$ cat src/rtl/vend_pkg.sv
// -----------------------------------------------------------------------------
// vend_pkg
// Shared definitions for the vending money paths (coin acceptance and change
// dispensing): denomination values, the dispense state encoding and the
// one-hot coin index type.
// No ports (package).
// -----------------------------------------------------------------------------
package vend_pkg;

    localparam int DENOM_1  = 1;
    localparam int DENOM_5  = 5;
    localparam int DENOM_10 = 10;
    localparam int DENOM_20 = 20;

    // Bit positions inside a one-hot coin index.
    localparam int COIN_IDX_1  = 0;
    localparam int COIN_IDX_5  = 1;
    localparam int COIN_IDX_10 = 2;
    localparam int COIN_IDX_20 = 3;

    // One-hot coin index: bit0=1, bit1=5, bit2=10, bit3=20.
    typedef logic [3:0] coin_oh_t;

    typedef enum logic [2:0] {
        ST_IDLE   = 3'd0,
        ST_SELECT = 3'd1,
        ST_PULSE  = 3'd2,
        ST_GAP    = 3'd3,
        ST_DONE   = 3'd4
    } disp_state_e;

endpackage

$ cat src/rtl/dispense_timer.sv
// -----------------------------------------------------------------------------
// dispense_timer
// Loadable down-counter that times both the eject pulse and the gap that
// follows it. Loading value N makes o_expired rise N cycles later; the counter
// parks at zero once expired.
// Ports:
//   clk, i_rst     clock, asynchronous active-high reset
//   i_load         load i_load_val this cycle
//   i_load_val     cycles-minus-one to count
//   o_expired      counter is at zero
// -----------------------------------------------------------------------------
module dispense_timer #(
    parameter int CNT_W = 3
) (
    input  logic             clk,
    input  logic             i_rst,
    input  logic             i_load,
    input  logic [CNT_W-1:0] i_load_val,
    output logic             o_expired
);

    logic [CNT_W-1:0] r_count;

    always_ff @(posedge clk or posedge i_rst) begin
        if (i_rst) begin
            r_count <= '0;
        end else if (i_load) begin
            r_count <= i_load_val;
        end else if (r_count != '0) begin
            r_count <= r_count - 1'b1;
        end
    end

    assign o_expired = (r_count == '0);

endmodule

$ cat src/rtl/change_dispenser.sv
// -----------------------------------------------------------------------------
// change_dispenser
// Pays out a requested amount as individual coin-eject pulses, greedily in
// 20/10/5/1 units, one coin per pulse+gap+reselect slot.
// Optional feature macro: INVENTORY_EN -- per-denomination stock counters fed
// by dep_* pulses; empty denominations are skipped and a residue can be left.
// Ports:
//   clk, i_rst              clock, asynchronous active-high reset
//   start, amount           request strobe and value (accepted in IDLE only)
//   busy                    high from SELECT through DONE
//   done                    one-cycle completion pulse
//   short, unpaid           residue flag/value, held until next start
//   o_ej_1..o_ej_20         coin eject pulses, at most one high
//   dep_1..dep_20           deposit pulses (INVENTORY_EN only)
// -----------------------------------------------------------------------------
module change_dispenser
    import vend_pkg::*;
#(
    parameter int AMT_W        = 8,
    parameter int PULSE_CYCLES = 2,
    parameter int GAP_CYCLES   = 4
`ifdef INVENTORY_EN
    , parameter int INIT_STOCK = 8
`endif
) (
    input  logic             clk,
    input  logic             i_rst,
    input  logic             start,
    input  logic [AMT_W-1:0] amount,
    output logic             busy,
    output logic             done,
    output logic             short,
    output logic [AMT_W-1:0] unpaid,
    output logic             o_ej_1,
    output logic             o_ej_5,
    output logic             o_ej_10,
    output logic             o_ej_20
`ifdef INVENTORY_EN
    ,
    input  logic             dep_1,
    input  logic             dep_5,
    input  logic             dep_10,
    input  logic             dep_20
`endif
);

    localparam int TMR_MAX = (PULSE_CYCLES > GAP_CYCLES) ? PULSE_CYCLES : GAP_CYCLES;
    localparam int TMR_W   = $clog2(TMR_MAX + 1);

    localparam logic [AMT_W-1:0] D1  = AMT_W'(DENOM_1);
    localparam logic [AMT_W-1:0] D5  = AMT_W'(DENOM_5);
    localparam logic [AMT_W-1:0] D10 = AMT_W'(DENOM_10);
    localparam logic [AMT_W-1:0] D20 = AMT_W'(DENOM_20);

    disp_state_e      r_state;
    logic [AMT_W-1:0] r_remaining;
    logic             r_busy;
    logic             r_done;
    logic             r_short;
    logic [AMT_W-1:0] r_unpaid;
    coin_oh_t         r_ej;

    coin_oh_t         w_stock_ok;
    coin_oh_t         w_avail;
    coin_oh_t         w_pick;
    logic [AMT_W-1:0] w_pick_val;
    logic             w_tmr_load;
    logic [TMR_W-1:0] w_tmr_val;
    logic             w_tmr_expired;

`ifdef INVENTORY_EN
    logic [7:0] r_stock [4];
    coin_oh_t   w_dep;
    coin_oh_t   w_take;

    always_comb begin
        for (int i = 0; i < 4; i++) begin
            w_stock_ok[i] = (r_stock[i] != 8'd0);
        end
    end

    assign w_dep  = {dep_20, dep_10, dep_5, dep_1};
    assign w_take = (r_state == ST_SELECT) ? w_pick : '0;

    // A deposit and a dispense of the same coin cancel; deposits saturate.
    always_ff @(posedge clk or posedge i_rst) begin
        if (i_rst) begin
            for (int i = 0; i < 4; i++) r_stock[i] <= 8'(INIT_STOCK);
        end else begin
            for (int i = 0; i < 4; i++) begin
                if (w_dep[i] && !w_take[i] && (r_stock[i] != 8'hFF)) begin
                    r_stock[i] <= r_stock[i] + 8'd1;
                end else if (!w_dep[i] && w_take[i]) begin
                    r_stock[i] <= r_stock[i] - 8'd1;
                end
            end
        end
    end

    localparam bit INV_EN = 1'b1;
`else
    assign w_stock_ok = 4'b1111;
    localparam bit INV_EN = 1'b0;
`endif

    assign w_avail[COIN_IDX_1]  = (r_remaining >= D1)  && w_stock_ok[COIN_IDX_1];
    assign w_avail[COIN_IDX_5]  = (r_remaining >= D5)  && w_stock_ok[COIN_IDX_5];
    assign w_avail[COIN_IDX_10] = (r_remaining >= D10) && w_stock_ok[COIN_IDX_10];
    assign w_avail[COIN_IDX_20] = (r_remaining >= D20) && w_stock_ok[COIN_IDX_20];

    // Greedy choice: largest available denomination wins.
    always_comb begin
        w_pick     = '0;
        w_pick_val = '0;
        if (w_avail[COIN_IDX_20]) begin
            w_pick[COIN_IDX_20] = 1'b1;
            w_pick_val          = D20;
        end else if (w_avail[COIN_IDX_10]) begin
            w_pick[COIN_IDX_10] = 1'b1;
            w_pick_val          = D10;
        end else if (w_avail[COIN_IDX_5]) begin
            w_pick[COIN_IDX_5] = 1'b1;
            w_pick_val         = D5;
        end else if (w_avail[COIN_IDX_1]) begin
            w_pick[COIN_IDX_1] = 1'b1;
            w_pick_val         = D1;
        end
    end

    // Timer is loaded with (cycles-1) on entry to PULSE and to GAP, so it
    // expires in the last cycle of each phase.
    assign w_tmr_load = ((r_state == ST_SELECT) && (w_pick != '0)) ||
                        ((r_state == ST_PULSE) && w_tmr_expired);
    assign w_tmr_val  = (r_state == ST_SELECT) ? TMR_W'(PULSE_CYCLES - 1)
                                               : TMR_W'(GAP_CYCLES - 1);

    dispense_timer #(
        .CNT_W (TMR_W)
    ) u_timer (
        .clk        (clk),
        .i_rst      (i_rst),
        .i_load     (w_tmr_load),
        .i_load_val (w_tmr_val),
        .o_expired  (w_tmr_expired)
    );

    always_ff @(posedge clk or posedge i_rst) begin
        if (i_rst) begin
            r_state     <= ST_IDLE;
            r_remaining <= '0;
            r_busy      <= 1'b0;
            r_done      <= 1'b0;
            r_short     <= 1'b0;
            r_unpaid    <= '0;
            r_ej        <= '0;
        end else begin
            r_done <= 1'b0;
            case (r_state)
                ST_IDLE: begin
                    if (start) begin
                        r_remaining <= amount;
                        r_short     <= 1'b0;
                        r_unpaid    <= '0;
                        r_busy      <= 1'b1;
                        r_state     <= ST_SELECT;
                    end
                end
                ST_SELECT: begin
                    if (w_pick != '0) begin
                        r_remaining <= r_remaining - w_pick_val;
                        r_ej        <= w_pick;
                        r_state     <= ST_PULSE;
                    end else begin
                        // Nothing payable: either fully paid or out of stock.
                        r_short  <= INV_EN && (r_remaining != '0);
                        r_unpaid <= r_remaining;
                        r_done   <= 1'b1;
                        r_state  <= ST_DONE;
                    end
                end
                ST_PULSE: begin
                    if (w_tmr_expired) begin
                        r_ej    <= '0;
                        r_state <= ST_GAP;
                    end
                end
                ST_GAP: begin
                    if (w_tmr_expired) r_state <= ST_SELECT;
                end
                ST_DONE: begin
                    r_busy  <= 1'b0;
                    r_state <= ST_IDLE;
                end
                default: r_state <= ST_IDLE;
            endcase
        end
    end

    assign busy    = r_busy;
    assign done    = r_done;
    assign short   = r_short;
    assign unpaid  = r_unpaid;
    assign o_ej_1  = r_ej[COIN_IDX_1];
    assign o_ej_5  = r_ej[COIN_IDX_5];
    assign o_ej_10 = r_ej[COIN_IDX_10];
    assign o_ej_20 = r_ej[COIN_IDX_20];

endmodule

$ cat config.mk
export PLATFORM = sky130hd
export DESIGN_NAME = change_dispenser
export DESIGN_NICKNAME = d
export VERILOG_FILES = /design/src/rtl/vend_pkg.sv /design/src/rtl/dispense_timer.sv /design/src/rtl/change_dispenser.sv
export SDC_FILE = /design/constraint.sdc
export NUM_CORES = 1
export LEC_CHECK = 0
export CORE_MARGIN = 1
export CORE_UTILIZATION = 53
export CTS_CLUSTER_DIAMETER = 100
export DETAILED_ROUTE_END_ITERATION = 8
export PLACE_DENSITY = 0.77
export SYNTH_ARGS = -nofsm -noshare
export SYNTH_HDL_FRONTEND = slang
export SYNTH_SLANG_ARGS = --single-unit
$ cat constraint.sdc
create_clock -name clk -period 3.25 [get_ports clk]
set_input_delay 0.325 -clock clk [delete_from_list [all_inputs] [get_ports clk]]
set_output_delay 0.325 -clock clk [all_outputs]
set_load 0.005 [all_outputs]
=== Word-level counts from Yosys, hierarchy flattened ===
Index checks and enable logic that the tools add are counted.

* Input bits: 11
* Memory bits (read-only): 0
* Memory bits (writable): 0
* Bits in registers: 29
* Logic and storage cells: 74
* Bits in latches: 0
* Memories kept: 0

* Shift-type cells: 0
* Reductions and logical operators: 16
* Divide/modulo/power cells: 0
* Eq/ne operators: 9
* $mul: 0
* $lt $le $gt $ge: 4
* Bitwise gates (word level): 0
* Add/sub/neg operators: 2
* Mux-type cells: 35

{| class="wikitable"
|+ Operators with widths
! kind !! count
|-
| 8-bit 2-to-1 mux || 5
|-
| 8-bit case mux with 2 select lines || 2
|-
| 3-bit 2-to-1 mux || 8
|-
| 4-bit 2-to-1 mux || 3
|-
| 3-bit case mux with 4 select lines || 1
|-
| 3-bit AND reduction || 4
|-
| 1-bit 2-to-1 mux || 11
|-
| 8-bit by 1-bit >= comparator with 1-bit output (second input constant) || 1
|-
| 8-bit by 3-bit >= comparator with 1-bit output (second input constant) || 1
|-
| 8-bit by 4-bit >= comparator with 1-bit output (second input constant) || 1
|-
| 8-bit by 5-bit >= comparator with 1-bit output (second input constant) || 1
|-
| 2-bit != test (second input constant) || 4
|-
| 4-bit case mux with 2 select lines || 1
|-
| 2-bit nonzero test || 4
|-
| 8-bit subtractor || 1
|-
| 3-bit by 2-bit equality test with 1-bit output (second input constant) || 2
|-
| 3-bit logical NOT || 2
|-
| 2-bit 2-to-1 mux || 2
|-
| 1-bit case mux with 2 select lines || 2
|-
| 4-bit nonzero test || 1
|-
| 3-bit by 1-bit equality test with 1-bit output (second input constant) || 1
|-
| 3-bit equality test (second input constant) || 1
|-
| 3-bit nonzero test || 1
|-
| 3-bit by 1-bit subtractor with 3-bit output (second input constant) || 1
|-
| 4 further kinds || 5
|}

=== Depth between registers and ports, before layout ===
Gate-level depths: netlist of the first run.

* Depth in word-level cells: 9
* Depth in mapped cells: 12

=== Cells and area by module ===
From an unflattened synthesis of the first run, not the netlist that was laid out.

* Cells, all modules: 171
* Area total of the unflattened synthesis: 1605.3 sq um

{| class="wikitable"
|+ Modules (own cells, without submodules)
! module !! area each (sq um) !! cells each !! sequential area each (sq um) !! times used
|-
| change_dispenser || 1400.1 || 149 || 625.6 || 1
|-
| dispense_timer || 205.2 || 22 || 75.1 || 1
|}

=== Worst setup path before layout of the first run ===
No wires, ideal clock.

* Path kind: reg2reg
* Start: reg r_remaining[5]
* End: reg r_remaining[6]
* Data arrival time: 2.372 ns
* Buffers on the path: 1
* Period minus slack after synthesis: 2.493 ns
* Stages on the path, launching flop included: 13
* Slack: 0.757 ns
* Cells stage by stage: dfrtp_1 > buf_2 > nor3_2 > nand2b_1 > nor3_1 > ha_1 > inv_1 > fa_1 > a21o_1 > a21oi_1 > o21a_1 > o21ai_0 > a22o_1

* Longest elaborated chain between the ends: 8
* Elaborated cells between the ends (all ways): 21
* Classes of those cells: 1 x add/sub; 4 x order compare; 1 x eq/ne; 13 x mux; 2 x reduce/logical

{| class="wikitable"
|+ Ends and longest elaborated chain
! element !! RTL line !! RTL
|-
| start: declaration || change_dispenser.sv:56 || <nowiki>logic [AMT_W-1:0] r_remaining;</nowiki>
|-
| start signal: assignment || change_dispenser.sv:161 || <nowiki>r_remaining <= amount;</nowiki>
|-
| start signal: assignment || change_dispenser.sv:170 || <nowiki>r_remaining <= r_remaining - w_pick_val;</nowiki>
|-
| 8-bit by 1-bit >= comparator with 1-bit output || change_dispenser.sv:106 || <nowiki>assign w_avail[COIN_IDX_1] = (r_remaining >= D1) && w_stock_ok[COIN_IDX_1];</nowiki>
|-
| 1-bit 2-to-1 mux || change_dispenser.sv:124 || <nowiki>end else if (w_avail[COIN_IDX_1]) begin</nowiki>
|-
| 3-bit 2-to-1 mux or 1-bit 2-to-1 mux (tied branches) || change_dispenser.sv:121 || <nowiki>end else if (w_avail[COIN_IDX_5]) begin</nowiki>
|-
| 4-bit 2-to-1 mux or 2-bit 2-to-1 mux (tied branches) || change_dispenser.sv:118 || <nowiki>end else if (w_avail[COIN_IDX_10]) begin</nowiki>
|-
| 8-bit 2-to-1 mux or 3-bit 2-to-1 mux (tied branches) || change_dispenser.sv:115 || <nowiki>if (w_avail[COIN_IDX_20]) begin</nowiki>
|-
| 8-bit subtractor or 4-bit nonzero test (tied branches) || change_dispenser.sv:170, change_dispenser.sv:169 ||
|-
| 8-bit 2-to-1 mux or 2-bit by 1-bit != test with 1-bit output (tied branches) || n/a ||
|-
| 8-bit case mux with 2 select lines or 3-bit AND reduction (tied branches) || n/a ||
|}

Several ways; a longest one is shown, not always the timed one. The select of a mux whose other input is x is not followed.
A chain may end at the register's enable or synchronous reset.

=== Worst setup path in the final report of the first run ===
* Start: reg r_remaining[6]
* End: reg r_remaining[6]

The elaborated chain is that of the path after synthesis.

==> impl_metrics.yaml, run 1 <==
cells_and_area:
  drive_gt1_frac: 0.0895
  register_area_sq_um: 701
  fillCellCount: 224
  multi_input_area_sq_um: 841
  diodes: 0
  instances_no_fill: 221
  final_nets: 210
  area_growth_pct: 18.1
timing:
  slew_headroom: 0.317
  tightest_slew_ns: 1.02
  period_minus_slack_ns: 2.72
  slew_viol_final: 0
  finalSetupViolCount: 0
  finalCritPeriodShare: 0.838
  finalClockSkew_ns: 0.00697
  fmax_mhz: 367
  rsz0062_at_grt: "no"
  final-hold-violation-count: 0
  finalSetupTns_ns: 0
pwr:
  ir_drop_uv: 448
  power_mw: 1.59
  power_density_mw_per_mm2: 832
  p_leak_nw: 0.849
grt:
  grt_pass1_wl_um: 5330
  grt_use_total: 0.208
  grt_pass1_vias: 1271
  grt-ovfl-total: 0
  grt_max_degree: 29
  antenna_found_initial: 0
route:
  drc_errors: 2
  first_iter_violations: 40
  first_pass_iters: 6
  drt-total-wl_um: 2960
  antenna_left: 0
  wl_per_cell_um: 13.4
  vias: 1259
  vias_per_cell: 5.70
critical_path:
  path_max_fanout: 6
  cp_cell_sequence: "nor3_2 > nand2b_1 > nor3_1 > ha_1 > inv_1 > fa_1 > a21o_1 > a21oi_1 > o21a_1 > o21ai_0 > a22o_1"
  arrival_ns: 2.97
  slowest_stage: "dfrtp_1"
  crit_family: "compound AO/OA/AOI/OAI gates"
  cp_data_required_time_ns: 3.49
  end_kind: "flip-flop"
  startpoint_type: "flip-flop"
  criticalPathCategory: "reg -> reg"
  crit_buf_inv: 1
  slowest_delay_ns: 0.49
die:
  io_pins: 26
  row_count: 19
  die_x_um: 57.3
  die_h_um: 57.3
  core_area_sq_mm: 0.00283
  start_util: 0.573
  fp.dieArea_sq_mm: 0.00328
job:
  max_cap_viol_count: 0
status:
  violations: "DRC"
  status: "complete, but fails checks"
synth:
  ys_top_cells_by_area: "dfrtp_1, nor2_1, ha_1"
  yosys.area.top_type_share: 0.432
  yosysSeqAreaShare: 0.432
  yosysTopAreaCell: "dfrtp_1"
  synth-main-ff-cell: "dfrtp_1"
  synth_seq_cells: 28
  syn-num-nets: 186
  syn_area_per_cell_sq_um: 9.70
  synth_edf_count: 0
  synth.distinct_cells: 41
  synth-async-reset-ratio: 1.00
  syn-instance-count: 167
  yosysWarnings: 0
  synth_area_sq_mm: 0.00162
min_path:
  hold_path_class: "reg -> reg"
clock_network:
  cts_root_buffer: "clkbuf_4"
  clock_sinks: 28
  clkTransAtPathRegs_ns: 0.15
  clk_latency_ns: 0.33
  hold_buffers: 0
  cts_resized: 0
  post_cts_buffers: 0
  clockBufferDepth: 2
  htreeDepth: 1
  cts_tree: "yes"
  cts_made_buffers: 3
place:
  post-place-cells: 217
  hpwl_um: 2230
  io_buffers: 24
  gp_congestion: 0.803
[per-stage QoR]
step                cell area, sq um  hold slack, ns   util  setup slack [ns]
floorplan                       1620           0.390      -             0.757
global placement                1860           0.468  0.658             0.614
detailed placement              1860           0.475  0.658             0.526
CTS                             1910           0.508  0.677             0.496
global route                    1910           0.538  0.677             0.376
finish                          1910           0.502  0.677             0.526
[cells in the final DEF, fill, tap and decap left out, types with 2 or more instances in the layout]
cell and count:
dfrtp_1 28, o31ai_1 3, nor2_1 24, nor4_4 2, clkdlybuf4s50_1 24, a22o_1 2, o21a_1 2, nand2b_1 4
nor3_1 3, nor3b_1 2, ha_1 7, nand2_1 12, a21o_1 2, a21oi_4 2, clkbuf_4 3, mux2i_1 4
inv_1 9, o22ai_1 2, o21ai_0 7, nor2b_1 11, or2_2 2, a21oi_1 14, xnor2_1 2
[worst min-delay path, stage by stage (launching register included)]
cell and delay (ns):
dfrtp_1 0.38, nand2_1 0.05, o31ai_1 0.05
[report_power, final]
group	internal (mW)	switching [mW]	total, mW
Sequential	0.444	0.158	0.602
Clock	0.125	0.103	0.228
Combinational	0.359	0.405	0.764
[cell usage after synthesis (2+ instances only)]
master and instances:
a21o_1 2, a21oi_1 14, a21oi_4 2, a22o_1 2
buf_2 3, buf_6 2, dfrtp_1 28, ha_1 7
inv_1 9, mux2i_1 4, nand2_1 12, nand2b_1 4
nor2_1 24, nor2b_1 11, nor3_1 3, nor3b_1 2
nor4_4 2, o21a_1 2, o21ai_0 7, o22ai_1 2
o31ai_1 3, or2_2 2, xnor2_1 2
[cell families (layout without fill, tap and decap cells)]
| group | Yosys count | in the layout | share of synthesized area |
|---|---|---|---|
| XOR/XNOR | 3 | 3 | 0.0162 |
| flip-flops | 28 | 28 | 0.432 |
| buffers and inverters | 15 | 38 | 0.0486 |
| AO/OA/AOI/OAI | 40 | 40 | 0.176 |
| other | 1 | 1 | 0.00231 |
| multiplexers | 5 | 5 | 0.0317 |
| adder cells (fa/ha/maj) | 8 | 8 | 0.0664 |
| AND/OR/NAND/NOR | 67 | 67 | 0.226 |
[metal layers]
metal / track usage / vias to the layer above / wire, um / part of all wire
li1: - / 616 / - / -
met1: 0.265 / 612 / 1330 / 0.45
met2: 0.363 / 24 / 1510 / 0.51
met3: 0.0204 / 7 / 66 / 0.022
met4: 0.0906 / 0 / 51 / 0.017
met5: 0 / - / 0 / 0
[flip-flops by register name, indices dropped and copies added (netlist names)]
signal,flops
busy,1
done,1
r_state,3
r_remaining,8
u_timer.r_count,3
unpaid,8
r_ej,4
[worst paths after layout]
check	from	endpoint	slack (ns)	depth (start not counted)
worst min register to register	r_ej[2]	r_ej[2]	0.50	2
worst max register to register	r_remaining[6]	r_remaining[6]	0.53	11
worst min-delay path	r_ej[2]	r_ej[2]	0.50	2
min in group asynchronous	i_rst	unpaid[5]	0.53	2
max in group asynchronous	i_rst	r_remaining[3]	2.11	2
worst max-delay path	r_remaining[6]	r_remaining[6]	0.53	11
[cell type report]
cell class / instances / area share
tap: 31 / 0.0203
sequential: 28 / 0.366
multi-input combinational: 124 / 0.439
inverter: 9 / 0.0176
clock inverter: 1 / 0.0157
timing repair buffer: 25 / 0.129
clock buffer: 3 / 0.0118
Note: power is estimated with default switching activity, not from simulation.
==> run 2: changes to the inputs <==
- CORE_UTILIZATION: 53 -> 48
- PLACE_DENSITY: 0.77 -> 0.74
- clock period: 3.25 -> 2.49 ns (I/O delays scaled with it)
==> run 2 against run 1 <==
  * The run now ends clean
  * Wire length rose by 15%
  * Clock power is 4% higher
  * Utilization decreased by 0.43 points
  * Die area rose by 10%
  * Via count grew 4.4%
  * Sequential power increased by 22%
  * Flip-flop and latch count stayed put
  * Worst hold slack got worse by 0.26 ns
  * First-iteration DRC count up 60%
  * Final cell count rose by 14%
  * Design area up 9.9%
  * Clock-buffer cell count rose by 1
==> impl_metrics.yaml, run 2 (synthesis results as in run 1) <==
critical_path:
  rrSetupSlack_ns: 0.05
  arrival_ns: 2.69
  slowest_stage: "dfrtp_1"
  cp_data_required_time_ns: 2.74
  path_max_fanout: 4
  startpoint_type: "flip-flop"
  cp_cell_sequence: "nor3_2 > nand2b_1 > buf_4 > nor2_1 > nor2_1 > ha_1 > a21o_1 > a21oi_2 > o21a_1 > buf_4 > a22o_1 > a22o_1"
  criticalPathCategory: "reg -> reg"
  slowest_delay_ns: 0.43
  end_kind: "flip-flop"
route:
  drt-total-wl_um: 3410
  topRoutingLayerUsed: "met4"
  vias: 1315
  first_pass_iters: 4
  met3_length_um: 100
  wl_per_cell_um: 13.5
  wirelength_met1_um: 1620
  first_iter_violations: 64
  wl_met2_um: 1650
  antenna_left: 0
  drc_errors: 0
  vias_per_cell: 5.20
place:
  io_buffers: 24
  hpwl_um: 2360
  place_area_sq_mm: 0.00199
  gp_congestion: 0.990
clock_network:
  htreeDepth: 1
  clock_sinks: 28
  clkTransAtPathRegs_ns: 0.16
  clk_latency_ns: 0.34
  clockBufferDepth: 2
  cts_made_buffers: 3
  cts_root_buffer: "clkbuf_4"
  hold_buffers: 0
  cts_tree: "yes"
pwr:
  seqPwrFrac: 0.314
  p_leak_nw: 0.940
  ir_drop_uv: 565
  p_int_mw: 1.35
  power_density_mw_per_mm2: 1110
  switching_share: 0.425
  switching_power_uw: 994
  power_mw: 2.34
  power_frac_comb: 0.585
  p_clk_frac: 0.101
die:
  row_count: 20
  io_pins: 26
  fp.dieArea_sq_mm: 0.00361
  die_x_um: 60.1
  core_area_sq_mm: 0.00313
  die_h_um: 60.1
  start_util: 0.518
cells_and_area:
  layout_commonest_cell: "dfrtp_1"
  fillCellCount: 258
  area_growth_pct: 29.8
  diodes: 0
  final_cell_mix: "dfrtp_1, clkdlybuf4s50_1, nor2_1"
  final_nets: 229
  drive_gt1_frac: 0.239
  stdcell_area_sq_mm: 0.00210
timing:
  whs_ns: 0.242
  rsz0062_at_grt: "yes"
  finalClockSkew_ns: 0.00454
  finalSetupViolCount: 0
  finalCritPeriodShare: 0.978
  period_minus_slack_ns: 2.44
  slew_viol_final: 0
  finalSetupTns_ns: 0
  final-hold-violation-count: 0
  fmax_mhz: 411
grt:
  grt_max_degree: 29
  antenna_found_initial: 0
  grt_pass1_vias: 1232
  grt_use_total: 0.207
  grt_pass1_wl_um: 5510
  grt-ovfl-total: 0
min_path:
  hold_path_class: "in -> async"
job:
  max_cap_viol_count: 0
status:
  status: "finished, final reports clean"
==> run 2: cell type report <==
type | count | area, sq um | share of cell area
clock buffers | 4 | 36.3 | 0.0173
inverters | 9 | 33.8 | 0.0161
multi-input cells | 124 | 883 | 0.420
flip-flops and latches | 28 | 704 | 0.335
well taps | 44 | 55.1 | 0.0262
repair buffers | 44 | 390 | 0.186
==> run 2: path summary, 6_finish.rpt <==
kind                           startpoint              to  depth (start not counted)
max                        r_remaining[7]  r_remaining[6]                         12
min                                 i_rst       unpaid[0]                          3
max reg2reg                r_remaining[7]  r_remaining[6]                         12
min reg2reg                       r_ej[3]         r_ej[3]                          2
max in group asynchronous           i_rst  r_remaining[3]                          3
min in group clk                  r_ej[3]         r_ej[3]                          2
==> run 2: layer usage <==
layer  global-route usage  vias up
met5                    0        -
met4               0.0963        0
met3               0.0325        5
met2                0.350       30
met1                0.257      628
li1                     -      652
==> run 2: critical path: cells and delay by family, from the launching register on <==
| kind | cells | cell delay (ns) |
|---|---|---|
| buffers and inverters | 2 | 0.30 |
| AOI/OAI and AO/OA | 5 | 0.76 |
| DFF | 1 | 0.43 |
| and+or+nand+nor | 4 | 0.52 |
| adders and majority gates | 1 | 0.33 |
==> run 2: what timing repair did <==
action / CTS / global route
setup buffers: 2 / 2
endpoints found under the setup margin: 3 / 4
pin swaps: 2 / 5
resized for setup: 4 / 11
==> run 2: per-stage QoR <==
| stage | setup WS, ns | utilization | cells |
|---|---|---|---|
| 3_3_place_gp | 0.0118 | 0.638 | 245 |
| 2_1_floorplan | 0.0335 | - | 167 |
| 4_1_cts | 0.0205 | 0.660 | 251 |
| 5_1_grt | -0.0626 | 0.672 | 253 |
| 6_report | 0.0543 | 0.672 | 253 |
| 3_5_place_dp | -0.0625 | 0.638 | 245 |
==> run 2: power by group through the flow <==
stage / combinational [mW] / clock [mW] / sequential (mW)
finish: 1.37 / 0.236 / 0.734
global route: 1.51 / 0.257 / 0.748
CTS: 1.31 / 0.233 / 0.713
detailed placement: 1.24 / 0 / 0.724
global placement: 1.20 / 0 / 0.715
floorplan: 0.880 / 0 / 0.721
